### config.mk
export PLATFORM = sky130hd
export DESIGN_NAME = food_placer
export DESIGN_NICKNAME = d
export VERILOG_FILES = /design/src/rtl/food_placer.sv
export SDC_FILE = /design/constraint.sdc
export NUM_CORES = 1
export LEC_CHECK = 0
export ABC_CLOCK_PERIOD_IN_PS = 5200
export BUFFER_PORTS_ARGS = -buffer_cell sky130_fd_sc_hd__buf_2
export CAP_MARGIN = 20
export CORE_MARGIN = 10
export CORE_UTILIZATION = 51
export CTS_BUF_LIST = sky130_fd_sc_hd__clkbuf_16
export DETAILED_ROUTE_END_ITERATION = 10
export PLACE_DENSITY = 0.85
export SLEW_MARGIN = 20
export SYNTH_ARGS = -nofsm -noshare
export SYNTH_HDL_FRONTEND = slang
export SYNTH_SLANG_ARGS = --single-unit
### constraint.sdc
create_clock -name Clock -period 5.2 [get_ports Clock]
set_clock_uncertainty 0.15 [all_clocks]
set_input_delay 0.26 -clock Clock [delete_from_list [all_inputs] [get_ports Clock]]
set_output_delay 0.26 -clock Clock [all_outputs]
set_load 0.02 [all_outputs]
### src/rtl/food_placer.sv
// Food-placement controller: draws LFSR candidates, rejects walls and snake
// pieces (one piece compared per cycle), commits the first clean cell.
module food_placer #(
  parameter int GRID_WIDTH  = 32,
  parameter int GRID_HEIGHT = 24,
  parameter int NUM_PIECES  = 16,
  parameter int X_BITS      = 5,
  parameter int Y_BITS      = 5,
  parameter int MAX_TRIES   = 64,
  parameter int RESET_X     = 10,
  parameter int RESET_Y     = 5
) (
  input  logic                                Clock,
  input  logic                                ResetN,
  input  logic                                Request,
  input  logic                                SeedLoad,
  input  logic [15:0]                         Seed,
  input  logic [0:X_BITS*NUM_PIECES-1]        packSnakeX,
  input  logic [0:Y_BITS*NUM_PIECES-1]        packSnakeY,
  input  logic [$clog2(NUM_PIECES+1)-1:0]     SnakeLength,
  output logic [X_BITS-1:0]                   FoodX,
  output logic [Y_BITS-1:0]                   FoodY,
  output logic                                Busy,
  output logic                                Done,
  output logic                                Fail
);
  localparam int LW = $clog2(NUM_PIECES + 1);
  localparam int IW = (NUM_PIECES > 1) ? $clog2(NUM_PIECES) : 1;
  localparam int TW = $clog2(MAX_TRIES + 1);
  localparam logic [15:0] LFSR_INIT = 16'hACE1;

  typedef enum logic [1:0] {IDLE, GEN, CHECK, COMMIT} state_t;

  state_t              state_q, state_d;
  logic [15:0]         lfsr_q, lfsr_d;
  logic [X_BITS-1:0]   cand_x_q, cand_x_d, food_x_q, food_x_d;
  logic [Y_BITS-1:0]   cand_y_q, cand_y_d, food_y_q, food_y_d;
  logic [LW-1:0]       idx_q, idx_d, len_c;
  logic [TW-1:0]       tries_q, tries_d;
  logic                done_q, done_d, fail_q, fail_d;
  logic [X_BITS-1:0]   lfsr_x;
  logic [Y_BITS-1:0]   lfsr_y;
  logic [X_BITS-1:0]   body_x [NUM_PIECES];
  logic [Y_BITS-1:0]   body_y [NUM_PIECES];
  logic                in_range, hit, reject;

  // Bus is declared ascending but bit k of piece h sits at h*BITS+k, so
  // each coordinate is reassembled LSB-first.
  for (genvar h = 0; h < NUM_PIECES; h++) begin : g_unpack
    for (genvar k = 0; k < X_BITS; k++) begin : g_x
      assign body_x[h][k] = packSnakeX[h*X_BITS+k];
    end
    for (genvar k = 0; k < Y_BITS; k++) begin : g_y
      assign body_y[h][k] = packSnakeY[h*Y_BITS+k];
    end
  end

  always_comb begin
    len_c    = (SnakeLength > LW'(NUM_PIECES)) ? LW'(NUM_PIECES) : SnakeLength;
    lfsr_x   = lfsr_q[X_BITS-1:0];
    lfsr_y   = lfsr_q[X_BITS+Y_BITS-1:X_BITS];
    in_range = (lfsr_x != '0) && (lfsr_x <= X_BITS'(GRID_WIDTH - 2)) &&
               (lfsr_y != '0) && (lfsr_y <= Y_BITS'(GRID_HEIGHT - 2));
    hit      = (body_x[idx_q[IW-1:0]] == cand_x_q) && (body_y[idx_q[IW-1:0]] == cand_y_q);
  end

  always_comb begin
    if (SeedLoad)
      lfsr_d = (Seed == '0) ? LFSR_INIT : Seed;
    else
      lfsr_d = {lfsr_q[0] ^ lfsr_q[2] ^ lfsr_q[3] ^ lfsr_q[5], lfsr_q[15:1]};
  end

  always_comb begin
    state_d  = state_q;
    idx_d    = idx_q;
    tries_d  = tries_q;
    cand_x_d = cand_x_q;
    cand_y_d = cand_y_q;
    food_x_d = food_x_q;
    food_y_d = food_y_q;
    done_d   = 1'b0;
    fail_d   = 1'b0;
    reject   = 1'b0;
    case (state_q)
      IDLE: begin
        if (Request) begin
          state_d = GEN;
          tries_d = '0;
          idx_d   = '0;
        end
      end
      GEN: begin
        cand_x_d = lfsr_x;
        cand_y_d = lfsr_y;
        if (in_range) begin
          idx_d   = '0;
          state_d = (len_c == '0) ? COMMIT : CHECK;
        end else begin
          reject = 1'b1;
        end
      end
      CHECK: begin
        if (hit)
          reject = 1'b1;
        else if (idx_q == len_c - LW'(1))
          state_d = COMMIT;
        else
          idx_d = idx_q + LW'(1);
      end
      COMMIT: begin
        food_x_d = cand_x_q;
        food_y_d = cand_y_q;
        done_d   = 1'b1;
        state_d  = IDLE;
      end
      default: state_d = IDLE;
    endcase
    // Both rejection sources share one attempt budget.
    if (reject) begin
      if (tries_q == TW'(MAX_TRIES - 1)) begin
        state_d = IDLE;
        fail_d  = 1'b1;
      end else begin
        tries_d = tries_q + TW'(1);
        state_d = GEN;
      end
    end
  end

  always_ff @(posedge Clock or negedge ResetN) begin
    if (!ResetN) begin
      state_q  <= IDLE;
      lfsr_q   <= LFSR_INIT;
      idx_q    <= '0;
      tries_q  <= '0;
      cand_x_q <= '0;
      cand_y_q <= '0;
      food_x_q <= X_BITS'(RESET_X);
      food_y_q <= Y_BITS'(RESET_Y);
      done_q   <= 1'b0;
      fail_q   <= 1'b0;
    end else begin
      state_q  <= state_d;
      lfsr_q   <= lfsr_d;
      idx_q    <= idx_d;
      tries_q  <= tries_d;
      cand_x_q <= cand_x_d;
      cand_y_q <= cand_y_d;
      food_x_q <= food_x_d;
      food_y_q <= food_y_d;
      done_q   <= done_d;
      fail_q   <= fail_d;
    end
  end

  assign FoodX = food_x_q;
  assign FoodY = food_y_q;
  assign Busy  = (state_q != IDLE);
  assign Done  = done_q;
  assign Fail  = fail_q;

endmodule
### Word-level counts from Yosys, hierarchy flattened

Index checks and enable logic that the tools add are counted.

* bits of input ports: 185
* logic and storage cells: 81
* bits in registers: 52
* output and inout port bits: 13

* add/subtract/negate cells: 3
* equal/unequal tests: 15
* bitwise logic cells: 4
* order comparisons: 4
* muxes and demuxes: 32
* reduce and logical (&&, ||, !) cells: 13

Operators with widths (count)
* $mux W5: 9
* $bmux W5 S4: 2
* $mux W16: 2
* $mux W7: 4
* $logic_not A16 Y1: 1
* $eq A5 B5 Y1: 3
* $pmux W5 S3: 1
* $ne A3 B3 Y1 const B: 4
* $le A5 B5 Y1 const B: 2
* $mux W2: 5
* $reduce_bool A5 Y1: 2
* $ne A2 B2 Y1 const B: 4
* $pmux W2 S4: 1
* $add A7 B1 Y7 const B: 1
* $eq A7 B6 Y1 const B: 1
* $mux W1: 7
* $add A5 B1 Y5 const B: 1
* $ge A5 B5 Y1 const B: 1
* $gt A5 B5 Y1 const B: 1
* $logic_not A5 Y1: 1
* $not A4 Y5: 1
* $reduce_and A5 Y1: 1
* $sub A5 B1 Y5 const B: 1
* $eq A2 B2 Y1 const B: 2
* other kinds (8): 13

### Logic depth before layout (Yosys ltp)

Gate-level depths: netlist of the first run.

* word-level depth: 10
* gate-level depth with buffers: 14
* depth with buffers taken out: 11

### Worst setup path after synthesis of the first run

OpenSTA, ideal clock, no wires.

* kind: reg2reg
* start point: register idx_q[0]
* end point: register tries_q[3]
* buffers on the path: 2
* setup time: 0.139 ns
* arrival: 2.851 ns
* path slack: 2.061 ns
* period minus slack after synthesis: 3.139 ns
* cell stages (with the launch flop): 12
* required time: 4.911 ns
* cell sequence: dfrtp_1 > buf_6 > buf_12 > mux4_2 > a31o_1 > a311o_1 > nor4_2 > o211ai_1 > a2111oi_4 > o21ai_2 > and3_1 > or4_1

* cells in the longest elaborated chain, start to end: 9
* elaborated cells between the ends (all ways): 13
* those cells by class: eq/ne: 2; mux: 9; bitwise: 1; reduce/logical: 1

Ends and longest elaborated chain
* from (decl): RTL line 38 `logic [LW-1:0] idx_q, idx_d, len_c;`
* from (signal assigned): RTL line 146 `idx_q <= idx_d;`
* $not A4 Y5 (not written as such) (*): RTL line 64 `hit = (body_x[idx_q[IW-1:0]] == cand_x_q) && (body_y[idx_q[IW-1:0]] == cand_y_q);`
* $bmux W5 S4: RTL line 64
* $mux W5 (not written as such) (2 in series): RTL line 64
* $eq A5 B5 Y1: RTL line 64
* $logic_and A1 B1 Y1 (*): RTL line 64
* $mux W1 (*): RTL line 104 `if (hit)`
* $pmux W1 S2 (*): RTL line 85 `case (state_q)`
* $mux W7 (*): RTL line 120 `if (reject) begin`
* named net tries_d[3]: RTL line 39 `logic [TW-1:0] tries_q, tries_d;`
* to (signal assigned): RTL line 147 `tries_q <= tries_d;`
* to (decl): RTL line 39

Mark *: on every way through the listed nets, which the timed path passes. The rest lies on a longest branch. The select of a mux whose other input is x is not followed.
A chain may end at the register's enable or synchronous reset.

### Worst setup path after layout of the first run

Ends and elaborated chain as after synthesis.

==> results of run 1 <==
## layer usage
metal  vias up  part of all wire [%]  GRT usage, %
li1       1845                     -             -
met1      1936                    38          26.7
met2       189                    53          41.1
met3        19                   8.4          6.03
met4         0                   1.2          4.83
met5         -                     0             0
## path summary, 6_finish.rpt
path                            startpoint    endpoint  slack, ns
worst max-delay path              idx_q[0]  tries_q[3]       1.17
worst min-delay path              Seed[11]  lfsr_q[11]       0.05
worst max register to register    idx_q[0]  tries_q[3]       1.17
worst min register to register  tries_q[6]  tries_q[6]       0.33
max in group asynchronous           ResetN    idx_q[0]       3.94
min in group asynchronous           ResetN   lfsr_q[9]       0.46
## critical path, cell delays in order (launching register included)
cell	delay [ns]
dfrtp_4	0.86
buf_4	0.46
mux2i_1	0.26
a22oi_1	0.12
a21o_1	0.22
a221oi_2	0.26
nand4_1	0.18
a2111oi_4	0.50
o21ai_2	0.24
and3_1	0.24
or4_1	0.39
## per-stage QoR
stage,power [mW],area [um2],utilization [%],instances
global route,2.32,5260,67.4,671
detailed placement,1.84,5110,65.4,662
global placement,1.80,5110,65.4,662
finish,2.18,5260,67.4,671
CTS,2.18,5260,67.4,671
floorplan,1.56,4130,-,383
## report_power, final
group	total, mW	switching [mW]	internal [mW]
clock network	0.329	0.150	0.179
logic	1.13	0.563	0.565
registers	0.726	0.186	0.540
## layout make-up
type	instances	share of cell area [%]
multi-input combinational	296	49.5
sequential	52	25.1
timing repair buffer	201	19.3
tap	102	2.42
clock buffer	5	2.38
inverter	12	0.856
clock inverter	3	0.404
## cells in the final DEF, fill, tap and decap left out, drive strengths merged, types with 3 or more instances in the layout
| master | Yosys | layout |
|---|---|---|
| a21o | 5 | 5 |
| a21oi | 13 | 13 |
| a22o | 5 | 5 |
| a22oi | 10 | 10 |
| and2 | 3 | 3 |
| and3 | 8 | 8 |
| buf | 14 | 200 |
| clkbuf | 9 | 5 |
| dfrtp | 40 | 40 |
| dfstp | 12 | 12 |
| ha | 7 | 7 |
| inv | 12 | 13 |
| mux2 | 29 | 29 |
| mux2i | 40 | 40 |
| mux4 | 24 | 24 |
| nand2 | 28 | 28 |
| nand2b | 4 | 4 |
| nand3 | 12 | 12 |
| nand4 | 3 | 3 |
| nor2 | 18 | 18 |
| nor2b | 6 | 6 |
| nor3 | 6 | 6 |
| nor4 | 10 | 10 |
| o21ai | 11 | 11 |
| o22a | 8 | 8 |
| o22ai | 4 | 4 |
| or3 | 3 | 3 |
| xnor2 | 9 | 9 |
| xor2 | 7 | 7 |
## flip-flops by register name (all words and copies together) (netlist names)
register and cells:
lfsr_q 16, FoodY 5, cand_y_q 5, tries_q 7
FoodX 5, state_q 2, cand_x_q 5, idx_q 5
Fail 1, Done 1
## synth_stat cells (8+ instances only)
master	count	area (um2)
nor4_1	9	56.3
nand3_1	12	60.1
a21oi_1	13	65.1
xnor2_1	9	78.8
mux4_2	18	405
nand2_1	28	105
mux2_2	29	327
o22a_1	8	70.1
and3_1	8	50.1
nor2_1	18	67.6
mux2i_1	40	400
o21ai_0	10	50.1
inv_1	12	45.0
dfstp_2	12	315
a22oi_1	10	75.1
dfrtp_1	40	1000
clkbuf_1	9	33.8
## cell families after synthesis
group | count (synthesis) | synth area share [%]
DFF | 52 | 31.9
xor gates and xnor gates | 16 | 3.40
AOI/OAI and AO/OA | 74 | 13.3
muxes | 93 | 31.3
and+or+nand+nor | 106 | 13.0
buffers and inverters | 35 | 4.94
adders and majority gates | 7 | 2.12
==> metrics.txt, run 1 <==
mapped cell area=4130 um2; total congestion overflow=0; final worst slack=1.17 ns; register area=1320 um2; Peak VDD IR=227 uV; top_reg_cell synth=dfrtp_1; post-synthesis sequential area ratio=31.9%; core area=7810 um2; Die Wd=110 um; status=finished, final reports clean; syn avg cell area=10.8 um2; n_diodes=0; vias in the first global route=4253; # setup viols final=0; yosys warns=0; Post-Syn Nets=575; share of cells above drive strength 1=48.5%; first-pass GRT wire length=22000 um; Post-route DRC=0; Num CTS Buffers=5; post-synthesis cell count=383; RSZ-0062 raised after global routing=no; Initial Util=52.9%; WP data required=5.21 ns; Yosys cell types=54; Iter 0 DRT Violations=249; row count=32; pre-CTS setup slack=1.16 ns; nets@finish=760; startpoint types=register; H-tree depth=2; Tcrit/Tclk final=77.5%; worst-path fanout max=39; all-layer global routing usage=22.9%; routed wire length=14000 um; initial antenna violation count=0; Seq cells post-synth=52; Slew HR=46.7%; Multi-input gate area=2610 um2; final RePlAce weighted congestion=0.983; Clock Pin Slew Worst Setup and Hold Paths=0.07 ns; Fmax=248 MHz; setup bufs post-CTS=0; IO Pins=198; Port Buffers=197; pwr dens=415 nW/um2; CP Capture Type=register; ys async rst share=100%; Worst-Margin Slew=0.800 ns; CTS Hold Bufs=1; largest net degree at the start of global routing=53; Post-CTS Resized=0; Filler cells=626; Period minus WS final=4.03 ns; die extent in y=110 um; CTS tree=yes; worst hold path depth=2; Post-DP HPWL=11500 um; TNS Setup=0 ns; Antenna Violating Nets Remaining=0; final count of hold timing violations=0; R2R depth=10; root buffer cell=clkbuf_16; CTS Buffer Depth=2; area grow syn2layout=27.6%; 1st-pass router iterations=5; Via-to-Cell Ratio=5.94; CTS sink cnt=52; Setup CP Type=register to register; Fin Hold WS=0.0494 ns; Hold Crit Class=input pin to register; Slew Viols, Final=0; worst skew pair latency=0.29 ns; Die ar.=12100 um2; leakage=2.45 nW; crit path DAT=4.04 ns; Max-Cap Viols=0; Post-synth EDFFs=0; Routed WL per cell=20.9 um; Vias=3989
Note: power is estimated with default switching activity, not from simulation.
==> run 2, diff against run 1 <==
--- a/config.mk
+++ b/config.mk
@@ -5,14 +5,14 @@
 export SDC_FILE = /design/constraint.sdc
 export NUM_CORES = 1
 export LEC_CHECK = 0
-export ABC_CLOCK_PERIOD_IN_PS = 5200
+export ABC_CLOCK_PERIOD_IN_PS = 4200
 export BUFFER_PORTS_ARGS = -buffer_cell sky130_fd_sc_hd__buf_2
 export CAP_MARGIN = 20
 export CORE_MARGIN = 10
-export CORE_UTILIZATION = 51
+export CORE_UTILIZATION = 47
 export CTS_BUF_LIST = sky130_fd_sc_hd__clkbuf_16
 export DETAILED_ROUTE_END_ITERATION = 10
-export PLACE_DENSITY = 0.85
+export PLACE_DENSITY = 0.79
 export SLEW_MARGIN = 20
 export SYNTH_ARGS = -nofsm -noshare
 export SYNTH_HDL_FRONTEND = slang
==> constraint.sdc (replaced) <==
create_clock -name Clock -period 4.2 [get_ports Clock]
set_clock_uncertainty 0.15 [all_clocks]
set_input_delay 0.21 -clock Clock [delete_from_list [all_inputs] [get_ports Clock]]
set_output_delay 0.21 -clock Clock [all_outputs]
set_load 0.02 [all_outputs]
==> metrics.txt, run 2 (synthesis results as in run 1) <==
status=finished, final reports clean (unchanged); met2 GRT Util=37.0% (was 41.1%); crit path DAT=3.76 ns (was 4.04 ns); most frequent cells in the layout=197 x buf_2, 40 x mux2i_1, 39 x dfrtp_1 (unchanged); Filler cells=709 (was 626); leakage=2.47 nW (was 2.45 nW); vias in the first global route=4387 (was 4253); Worst-Margin Slew=0.611 ns (was 0.800 ns); worst-path fanout max=28 (was 39); setup bufs post-CTS=0 (unchanged); R2R depth=11 (was 10); nets@finish=764 (was 760); startpoint types=register (unchanged); met3 global-route usage=5.46% (was 6.03%); Vias=3913 (was 3989); Setup CP Type=register to register (unchanged); Finished Core Util=61.3% (was 67.4%); Port Buffers=197 (unchanged); Iter 0 DRT Violations=161 (was 249); area grow syn2layout=28.3% (was 27.6%); Post-DP HPWL=11600 um (was 11500 um); Die ar.=12900 um2 (was 12100 um2); CP Capture Type=register (unchanged); n_diodes=0 (unchanged); die extent in y=114 um (was 110 um); Peak VDD IR=277 uV (was 227 uV); Via-to-Cell Ratio=5.75 (was 5.94); # setup viols final=0 (unchanged); met1 track demand over resource=23.1% (was 26.7%); IO Pins=198 (unchanged); Hold Crit Class=input pin to register (unchanged); Antenna Violating Nets Remaining=0 (unchanged); global route hottest layer=met2 (unchanged); commonest non-fill, non-tap cell in the layout=buf_2 (unchanged); Cell Count, Final, Fillers Out=681 (was 671); H-tree depth=2 (unchanged); total congestion overflow=0 (unchanged); largest net degree at the start of global routing=47 (was 53); Die Wd=114 um (was 110 um); Initial Util=47.8% (was 52.9%); initial antenna violation count=0 (unchanged); CTS tree=yes (unchanged); worst skew pair latency=0.29 ns (about the same); max reg flops=16 (unchanged); first-pass GRT wire length=21900 um (was 22000 um); CTS Buffer Depth=2 (unchanged); Tcrit/Tclk final=89.2% (was 77.5%); register area=1320 um2 (unchanged); all-layer global routing usage=20.6% (was 22.9%); Num CTS Buffers=5 (unchanged); share of cells above drive strength 1=48.7% (was 48.5%); pwr dens=507 nW/um2 (was 415 nW/um2); Biggest register=lfsr_q (unchanged); worst hold path depth=2 (unchanged); Max-Cap Viols=0 (unchanged); Fmax=267 MHz (was 248 MHz); core area=8640 um2 (was 7810 um2); Routed WL per cell=20.0 um (was 20.9 um); Cells after DPL=672 (was 662); routed wire length=13700 um (was 14000 um); final RePlAce weighted congestion=0.838 (was 0.983); 1st-pass router iterations=4 (was 5); Slew HR=59.3% (was 46.7%); Clock Pin Slew Worst Setup and Hold Paths=0.07 ns (about the same); WP data required=4.21 ns (was 5.21 ns); Multi-input gate area=2610 um2 (unchanged); Post-route DRC=0 (unchanged); final count of hold timing violations=0 (unchanged); biggest regs=lfsr_q: 16 flops, tries_q: 7 flops (unchanged); Period minus WS final=3.74 ns (was 4.03 ns); RSZ-0062 raised after global routing=no (unchanged); Slew Viols, Final=0 (unchanged); row count=34 (was 32); CTS sink cnt=52 (unchanged); TNS Setup=0 ns (unchanged); root buffer cell=clkbuf_16 (unchanged)
run 2: path summary, 6_finish.rpt:
check | start | to | slack, ns
worst min register to register | lfsr_q[14] | lfsr_q[13] | 0.33
max in group asynchronous | ResetN | idx_q[0] | 2.94
worst max register to register | idx_q[0] | tries_q[3] | 0.46
min in group asynchronous | ResetN | state_q[0] | 0.13
worst min-delay path | Seed[10] | lfsr_q[10] | 0.009
worst max-delay path | idx_q[0] | tries_q[3] | 0.46
run 2: cell type report:
cell class                 count  share of cell area, %
clock buffer                   5                   2.36
inverter                      12                  0.851
multi-input combinational    296                   49.2
tap                          108                   2.55
clock inverter                 3                  0.260
sequential                    52                   24.9
timing repair buffer         205                   19.8
run 2: per-stage QoR:
| step | power (mW) | area (um2) | setup WS (ns) | hold WS, ns |
|---|---|---|---|---|
| after global routing | 2.86 | 5290 | 0.213 | 0.0161 |
| after CTS | 2.69 | 5290 | 0.458 | 0.00247 |
| after floorplan | 1.93 | 4130 | 1.06 | -0.236 |
| final | 2.68 | 5290 | 0.455 | 0.00894 |
| after global placement | 2.25 | 5140 | 0.539 | -0.100 |
| after detailed placement | 2.29 | 5140 | 0.441 | -0.0997 |
run 2: repair_timing:
action / in CTS / in global routing
setup endpoints to repair: 0 / 0
hold endpoints to repair: 6 / 0
resized for setup: 0 / 0
hold buffers: 1 / 0
run 2: critical path, stage by stage (launching register included):
cell	delay [ns]
dfrtp_4	0.71
buf_4	0.40
mux2i_1	0.12
a22o_1	0.23
a221oi_1	0.32
xnor2_1	0.18
nand4_1	0.17
a2111oi_4	0.50
o21ai_2	0.07
buf_4	0.19
and3_1	0.16
or4_1	0.38
run 2: per-layer routing:
metal	wire length [um]	up-vias
met2	7120	135
met3	946	24
met5	0	-
met1	5280	1907
met4	301	0
li1	-	1847
run 2: power by group:
group	switching (mW)	total, mW	internal, mW
sequential	0.192	0.861	0.669
clock	0.177	0.394	0.217
combinational	0.717	1.43	0.710
==> run 3, diff against run 2 <==
--- a/config.mk
+++ b/config.mk
@@ -8,11 +8,13 @@
 export ABC_CLOCK_PERIOD_IN_PS = 4200
 export BUFFER_PORTS_ARGS = -buffer_cell sky130_fd_sc_hd__buf_2
 export CAP_MARGIN = 20
+export CELL_PAD_IN_SITES_DETAIL_PLACEMENT = 0
+export CELL_PAD_IN_SITES_GLOBAL_PLACEMENT = 2
 export CORE_MARGIN = 10
-export CORE_UTILIZATION = 47
+export CORE_UTILIZATION = 28
 export CTS_BUF_LIST = sky130_fd_sc_hd__clkbuf_16
 export DETAILED_ROUTE_END_ITERATION = 10
-export PLACE_DENSITY = 0.79
+export PLACE_DENSITY = 0.8
 export SLEW_MARGIN = 20
 export SYNTH_ARGS = -nofsm -noshare
 export SYNTH_HDL_FRONTEND = slang
==> metrics.txt, run 3 (synthesis results as in run 1) <==
CP Capture Type=register (unchanged); Via-to-Cell Ratio=5.19 (was 5.75); commonest non-fill, non-tap cell in the layout=buf_2 (unchanged); final worst slack=0.605 ns (was 0.455 ns); Clock Pin Slew Worst Setup and Hold Paths=0.07 ns (about the same); area grow syn2layout=31.6% (was 28.3%); Worst-Margin Slew=0.756 ns (was 0.611 ns); Fmax=278 MHz (was 267 MHz); root buffer cell=clkbuf_16 (unchanged); Initial Util=28.5% (was 47.8%); worst-path fanout max=43 (was 28); most frequent cells in the layout=197 x buf_2, 40 x mux2i_1, 39 x dfrtp_1 (unchanged); setup bufs post-CTS=0 (unchanged); 1st-pass router iterations=4 (unchanged); nets@finish=764 (unchanged); worst-path cell chain=buf_12 -> mux2_2 -> o22ai_1 -> nor3_1 -> a211oi_1 -> nand4_1 -> a2111oi_4 -> o21ai_2 -> buf_4 -> mux2i_1 -> a221o_1 (was buf_4 -> mux2i_1 -> a22o_1 -> a221oi_1 -> xnor2_1 -> nand4_1 -> a2111oi_4 -> o21ai_2 -> buf_4 -> and3_1 -> or4_1); crit path DAT=3.61 ns (was 3.76 ns); CTS Hold Bufs=1 (unchanged); Post-route DRC=0 (unchanged); Post-DP HPWL=12700 um (was 11600 um); Num CTS Buffers=5 (unchanged); Routed WL per cell=20.2 um (was 20.0 um); all-layer global routing usage=14.3% (was 20.6%); # setup viols final=0 (unchanged); max reg flops=16 (unchanged); biggest regs=lfsr_q: 16 flops, tries_q: 7 flops (unchanged); CTS Buffer Depth=2 (unchanged); CP peak stage delay=0.64 ns (was 0.71 ns); Peak VDD IR=200 uV (was 277 uV); Setup CP Type=register to register (unchanged); PnR Total Power=2.79 mW (was 2.68 mW); Port Buffers=197 (unchanged); startpoint types=register (unchanged); largest net degree at the start of global routing=53 (was 47); leakage=2.48 nW (was 2.47 nW); Antenna Violating Nets Remaining=0 (unchanged); R2R depth=11 (unchanged); CTS sink cnt=52 (unchanged); Vias=3926 (was 3913); Hold Crit Class=input pin to register (unchanged); Finished Cell Area=5430 um2 (was 5290 um2); worst skew pair latency=0.28 ns (was 0.29 ns); IO Pins=198 (unchanged); status=finished, final reports clean (unchanged); Tcrit/Tclk final=85.6% (was 89.2%); die extent in y=141 um (was 114 um); WP data required=4.22 ns (was 4.21 ns); Post-CTS Resized=0 (unchanged); H-tree depth=2 (unchanged); slowest CP cell=dfrtp_4 (unchanged); Fin Hold WS=0.00630 ns (was 0.00894 ns); final count of hold timing violations=0 (unchanged); first-pass GRT wire length=23500 um (was 21900 um); TNS Setup=0 ns (unchanged); DP Area=5250 um2 (was 5140 um2); final RePlAce weighted congestion=0.874 (was 0.838); Iter 0 DRT Violations=238 (was 161); n_diodes=0 (unchanged); RSZ-0062 raised after global routing=no (unchanged); Die Wd=141 um (was 114 um); worst hold path depth=2 (unchanged); Biggest register=lfsr_q (unchanged); Slew HR=49.5% (was 59.3%); pwr dens=514 nW/um2 (was 507 nW/um2); Slew Viols, Final=0 (unchanged); core area=14500 um2 (was 8640 um2); initial antenna violation count=0 (unchanged); Max-Cap Viols=0 (unchanged); row count=44 (was 34); Period minus WS final=3.59 ns (was 3.74 ns); CTS tree=yes (unchanged); routed wire length=15300 um (was 13700 um); vias in the first global route=4220 (was 4387); pre-CTS setup slack=0.613 ns (was 0.441 ns); share of cells above drive strength 1=48.7% (unchanged); Filler cells=1462 (was 709); total congestion overflow=0 (unchanged); Die ar.=20000 um2 (was 12900 um2)
[run 3: metrics by stage]
| stage | util (%) | cells |
|---|---|---|
| 4_1_cts | 37.5 | 757 |
| 2_1_floorplan | - | 383 |
| 6_report | 37.5 | 757 |
| 3_3_place_gp | 36.3 | 748 |
| 3_5_place_dp | 36.3 | 748 |
| 5_1_grt | 37.5 | 757 |
[run 3: layer usage]
layer	global-route usage [%]	vias up	part of all wire, %
li1	-	1854	-
met1	16.8	1925	41
met2	26.1	141	50
met3	4.24	6	8.4
met4	1.18	0	0.40
met5	0	-	0
[run 3: worst paths after layout]
check / endpoint / startpoint / slack, ns
hold reg to reg: tries_q[6] / tries_q[6] / 0.34
hold / removal: lfsr_q[10] / Seed[10] / 0.006
setup / recovery: tries_q[4] / idx_q[0] / 0.61
min in group asynchronous: tries_q[1] / ResetN / 0.41
setup reg to reg: tries_q[4] / idx_q[0] / 0.61
max in group asynchronous: idx_q[0] / ResetN / 2.98
[run 3: area by class of cell]
type | count | area [um2] | area share, %
Multi-Input combinational cell | 296 | 2610 | 48.0
Sequential cell | 52 | 1320 | 24.3
Timing Repair Buffer | 205 | 1060 | 19.5
Tap cell | 184 | 230 | 4.24
Clock buffer | 5 | 125 | 2.30
Inverter | 12 | 45.0 | 0.829
Clock inverter | 3 | 42.5 | 0.783
[run 3: power by group]
group	switching, mW	internal, mW	leakage [nW]
Sequential	0.175	0.669	0.624
Combinational	0.773	0.716	1.78
Clock	0.177	0.281	0.0856
[run 3: worst max-delay path, delay by kind of cell (launching register included)]
family | cells | cell delay [ns]
buffers and inverters | 2 | 0.52
and+or+nand+nor | 2 | 0.26
muxes | 2 | 0.51
DFF | 1 | 0.64
AOI/OAI and AO/OA | 5 | 1.37
